**src/rtl/mux_select_arbiter_if.sv**
```systemverilog
// Request/grant bundle between eight requesters and the mux select arbiter.
//   req       : level request per requester (bit i = requester i)
//   grant     : one-hot grant, all zeros when no owner
//   select    : binary index of the current owner, drives the mux select
//   valid     : high while a grant is active
//   preempted : one-cycle pulse when a grant changed hands on hold-limit expiry
// master = requester side, slave = arbiter side.
interface mux_select_arbiter_if;
    logic [7:0] req;
    logic [7:0] grant;
    logic [2:0] select;
    logic       valid;
    logic       preempted;

    modport master (
        output req,
        input  grant,
        input  select,
        input  valid,
        input  preempted
    );

    modport slave (
        input  req,
        output grant,
        output select,
        output valid,
        output preempted
    );
endinterface

```
**src/rtl/mux_select_arbiter.sv**
```systemverilog
// Round-robin arbiter sharing one 8-way, 32-bit select mux among eight requesters.
// The owner keeps the grant while it requests; it is pre-empted after MAX_HOLD
// consecutive cycles when another requester is waiting (MAX_HOLD = 0: never).
// Ports:
//   clock : system clock, all state changes on the rising edge
//   reset : synchronous, active-high reset
//   bus   : slave side of mux_select_arbiter_if (req in; grant, select, valid,
//           preempted out, all registered)
module mux_select_arbiter #(
    parameter int MAX_HOLD = 16
) (
    input logic                  clock,
    input logic                  reset,
    mux_select_arbiter_if.slave  bus
);

    if (MAX_HOLD < 0 || MAX_HOLD > 255) begin : g_bad_max_hold
        $error("mux_select_arbiter: MAX_HOLD=%0d outside legal range 0..255", MAX_HOLD);
    end

    localparam logic [7:0] HoldLim   = 8'(MAX_HOLD);
    // Counter ceiling: the hold limit, or free-running saturation when unlimited.
    localparam logic [7:0] SatLim    = (MAX_HOLD == 0) ? 8'hFF : HoldLim;
    localparam bit         PreemptEn = (MAX_HOLD != 0);

    typedef enum logic [0:0] {
        StIdle,
        StGrant
    } state_e;

    state_e     state;
    logic [2:0] last;
    logic [7:0] hold_cnt;
    logic [7:0] grant_q;
    logic [2:0] select_q;
    logic       valid_q;
    logic       preempted_q;

    logic       owner_req;
    logic [7:0] others;
    logic [7:0] cand;
    logic [2:0] winner;

    // First set bit of cand searching circularly upward from after+1.
    // Scanning offsets high-to-low lets the nearest hit overwrite farther ones.
    function automatic logic [2:0] rr_pick(input logic [7:0] c, input logic [2:0] after);
        logic [2:0] idx;
        logic [2:0] pick;
        pick = after;
        for (int i = 8; i >= 1; i--) begin
            idx = after + 3'(i);
            if (c[idx]) begin
                pick = idx;
            end
        end
        return pick;
    endfunction

    always_comb begin
        owner_req = bus.req[select_q];
        others    = bus.req & ~(8'b1 << select_q);
        // In GRANT the owner is always excluded; on a release its bit is already low.
        cand      = (state == StIdle) ? bus.req : others;
        winner    = rr_pick(cand, last);
    end

    always_ff @(posedge clock) begin
        if (reset) begin
            state       <= StIdle;
            grant_q     <= 8'h00;
            select_q    <= 3'd0;
            valid_q     <= 1'b0;
            preempted_q <= 1'b0;
            last        <= 3'd7;
            hold_cnt    <= 8'd0;
        end else begin
            preempted_q <= 1'b0;
            unique case (state)
                StIdle: begin
                    if (|bus.req) begin
                        state    <= StGrant;
                        grant_q  <= 8'b1 << winner;
                        select_q <= winner;
                        valid_q  <= 1'b1;
                        last     <= winner;
                        hold_cnt <= 8'd1;
                    end
                end
                StGrant: begin
                    if (!owner_req) begin
                        // Release wins over a simultaneous expiry: no pulse.
                        if (|others) begin
                            grant_q  <= 8'b1 << winner;
                            select_q <= winner;
                            last     <= winner;
                            hold_cnt <= 8'd1;
                        end else begin
                            state    <= StIdle;
                            grant_q  <= 8'h00;
                            valid_q  <= 1'b0;
                        end
                    end else if (PreemptEn && hold_cnt == HoldLim && |others) begin
                        grant_q     <= 8'b1 << winner;
                        select_q    <= winner;
                        last        <= winner;
                        hold_cnt    <= 8'd1;
                        preempted_q <= 1'b1;
                    end else if (hold_cnt != SatLim) begin
                        hold_cnt <= hold_cnt + 8'd1;
                    end
                end
            endcase
        end
    end

    assign bus.grant     = grant_q;
    assign bus.select    = select_q;
    assign bus.valid     = valid_q;
    assign bus.preempted = preempted_q;

endmodule

```
**src/flat_wrapper.sv**
```systemverilog
// flat-port wrapper written by rule: the top's interface ports become plain ports
module mux_select_arbiter_flat 
#(
    parameter int MAX_HOLD = 16
)
  (clock, reset, bus_req, bus_grant, bus_select, bus_valid, bus_preempted);
  mux_select_arbiter_if bus_i ();
  input logic clock;
  input logic reset;
  input wire logic [$bits(bus_i.req)-1:0] bus_req;
  output wire logic [$bits(bus_i.grant)-1:0] bus_grant;
  output wire logic [$bits(bus_i.select)-1:0] bus_select;
  output wire logic [$bits(bus_i.valid)-1:0] bus_valid;
  output wire logic [$bits(bus_i.preempted)-1:0] bus_preempted;
  assign bus_i.req = bus_req;
  assign bus_grant = bus_i.grant;
  assign bus_select = bus_i.select;
  assign bus_valid = bus_i.valid;
  assign bus_preempted = bus_i.preempted;
  mux_select_arbiter #(.MAX_HOLD(MAX_HOLD)) u_core (.clock(clock), .reset(reset), .bus(bus_i));
endmodule
```
**config.mk**
```make
export PLATFORM = sky130hd
export DESIGN_NAME = mux_select_arbiter_flat
export DESIGN_NICKNAME = d
export VERILOG_FILES = /design/src/rtl/mux_select_arbiter_if.sv /design/src/rtl/mux_select_arbiter.sv /design/src/flat_wrapper.sv
export SDC_FILE = /design/constraint.sdc
export NUM_CORES = 1
export LEC_CHECK = 0
export ABC_CLOCK_PERIOD_IN_PS = 4000
export CAP_MARGIN = 20
export CORE_MARGIN = 4
export CORE_UTILIZATION = 40
export DETAILED_ROUTE_END_ITERATION = 12
export DONT_BUFFER_PORTS = 1
export PLACE_DENSITY = 0.63
export SLEW_MARGIN = 20
export SYNTH_ARGS = -nofsm -noshare
export SYNTH_HDL_FRONTEND = slang
export SYNTH_SLANG_ARGS = --single-unit
```
**constraint.sdc**
```tcl
create_clock -name clock -period 4 [get_ports clock]
set_clock_uncertainty 0.05 [all_clocks]
set_input_delay 0.8 -clock clock [delete_from_list [all_inputs] [get_ports clock]]
set_output_delay 0.8 -clock clock [all_outputs]
set_load 0.05 [all_outputs]
```
==> reports/metrics.yaml <==
run_status:
  status: "completed"
placement:
  post-place-ws_ns: 0.717
  dp_hpwl_mm: 5.08
  dpl_cell_area_um2: 2540
  io_buffers: 0
  gp_congestion: 0.967
power:
  ir_drop_mv: 0.778
  leakage_nw: 0.944
  power_density_nw_per_um2: 922
  total_power_w: 0.00239
synth:
  async_flop_share: 0
  synth_nets: 309
  synthDominantCellAreaShare: 0.194
  synth.distinct_cells: 88
  ys_ff_latch: 25
  syn_inst: 295
  seq_area_frac_synth: 0.194
  synth.area.top_cells: "dfxtp_1, mux4_2, nand2_1"
  yosysMostFrequentCell: "dfxtp_1"
  synth_area_leader_cell: "dfxtp_1"
  ys_top_cells_by_count: "dfxtp_1, nand2_1, nor2_1"
  synth_warnings: 0
  synth_edf_count: 0
  syn_area_um2: 2580
  synth_flop_cell: "dfxtp_1"
  avgSynthCellArea_um2: 8.75
layout:
  drive_gt1_frac: 0.147
  nNetsFinal: 301
  multi_input_area_um2: 1840
  diodes: 0
  final-seq-area_um2: 500
  fillers: 639
  area_delta_synth_final_pct: 0.291
  design_area_um2: 2590
clocking:
  cts_tree: "yes"
  path_clk_slew_ns: 0.08
  post_cts_buffers: 0
  postCtsHoldBufs: 0
  clk_path_buf_depth: 2
  numCtsBuffers: 3
  clock_latency_ns: 0.26
  cts_resized: 0
  h-tree-depth: 1
  clock-sinks: 25
  root_buffer: "clkbuf_8"
global_routing:
  grt_max_degree: 26
  grt_pass1_vias: 2251
  grt_overflow: 0
  antenna_found_initial: 0
  grtUsageTotal: 0.178
  grt_first_pass_wirelength_mm: 11.2
critical_path:
  timing_worst_setup_path_type: "register to register"
  cp_data_required_time_ns: 4.11
  endpoint_kind: "register"
  crit_fanout: 19
  reg2reg_slack_ns: 0.68
  start_kind: "register"
  crit_arrival_ns: 3.43
route:
  routed_via_density: 6.68
  ant_nets: 0
  firstDrtPassIters: 7
  routedWlPerCell_um: 18.9
  num_vias: 2426
  wl_mm: 6.85
  drc: 0
  first_iter_violations: 233
sta:
  fin_crit_ns: 3.32
  layout_setup_ws_ns: 0.682
  fin_tns_setup_ns: 0
  tightest_slew_ns: 0.919
  hold_viol_final: 0
  maxSlewHeadroom: 0.387
  finalCritPeriodShare: 0.830
  fmax_mhz: 301
  rsz0062_at_grt: "false"
  report.final.slew_viol_count: 0
  final-setup-viol-count: 0
die:
  io_pins: 23
  rows: 29
  coreArea_um2: 6310
  start_util: 0.409
  die-area_um2: 7810
  die_h_um: 88.4
  die_x_um: 88.4
run:
  drv_cap: 0
hold_path:
  hp-class: "register to register"
-- placed cells by master (no fill, tap or decap), drive strengths merged, types with 4 or more instances in the layout --
cell type  Yosys  final
dfxtp         25     25
nand2         23     23
nor2          20     20
inv           17     17
a21oi         13     13
nand3         11     11
xor2           9      9
mux2i          8      8
a31oi          8      8
o21ai          8      8
a32o           8      8
mux4           7      7
o221ai         6      6
o32ai          6      6
buf           12      6
o22ai          5      5
a211oi         5      5
and2           5      5
o31ai          4      4
o211ai         4      4
a221oi         4      4
ha             4      4
or2b           4      4
xnor2          4      4
nand4          4      4
clkbuf         6      4
-- state kept, by name, indices dropped and copies added (netlist names) --
name                  cells
u_core.bus.grant          8
u_core.bus.select         3
u_core.state              1
u_core.bus.preempted      1
u_core.bus.valid          1
u_core.last               3
u_core.hold_cnt           8
-- cell families after synthesis --
kind of cell	Yosys count	share of synthesized area
mux	18	0.109
buf+inv	36	0.0940
simple gates	99	0.234
xor+xnor	13	0.0470
compound gates	100	0.302
fa+ha+maj	4	0.0194
flops	25	0.194
-- power by group --
part           switching (W)  internal [W]
combinational       0.000994      0.000733
sequential          0.000209      0.000306
clock              0.0000755     0.0000711
total                0.00128       0.00111
-- layout make-up --
type | instances | area share
clock buffer | 4 | 0.0174
inverter | 17 | 0.0246
multi-input combinational | 234 | 0.710
sequential | 25 | 0.193
tap | 77 | 0.0372
timing repair buffer | 6 | 0.0174
-- critical path: stages, from the launching register on --
cell      delay [ns]
dfxtp_1         0.35
inv_2           0.09
ha_1            0.72
mux2i_1         0.19
a211oi_1        0.37
nor2_1          0.18
o211ai_1        0.18
o21ai_0         0.11
a311oi_1        0.54
nor4_2          0.14
a32o_1          0.29
-- stage by stage --
stage / std cells / util / hold slack [ns]
finish: 363 / 0.410 / 0.473
floorplan: 295 / - / 0.430
detailed placement: 359 / 0.403 / 0.463
CTS: 363 / 0.410 / 0.481
global placement: 359 / 0.403 / 0.458
global route: 363 / 0.410 / 0.501
-- worst paths after layout --
check                                                startpoint                                to  cells after the start
worst min register to register  u_core.hold_cnt[7]$_SDFFE_PP0P_   u_core.hold_cnt[7]$_SDFFE_PP0P_                      2
worst min-delay path            u_core.hold_cnt[7]$_SDFFE_PP0P_   u_core.hold_cnt[7]$_SDFFE_PP0P_                      2
worst max register to register      u_core.last[1]$_SDFFE_PP1P_  u_core.bus.grant[5]$_SDFFE_PP0P_                     10
worst max-delay path                u_core.last[1]$_SDFFE_PP1P_  u_core.bus.grant[5]$_SDFFE_PP0P_                     10
-- per-layer routing --
layer | global-route usage | wire length [um] | vias up
met5 | 0 | 0 | -
met2 | 0.277 | 3090 | 116
met4 | 0.0481 | 137 | 0
met3 | 0.0354 | 632 | 16
li1 | - | - | 1143
met1 | 0.252 | 2980 | 1151
(Power assumes the default switching activity.)
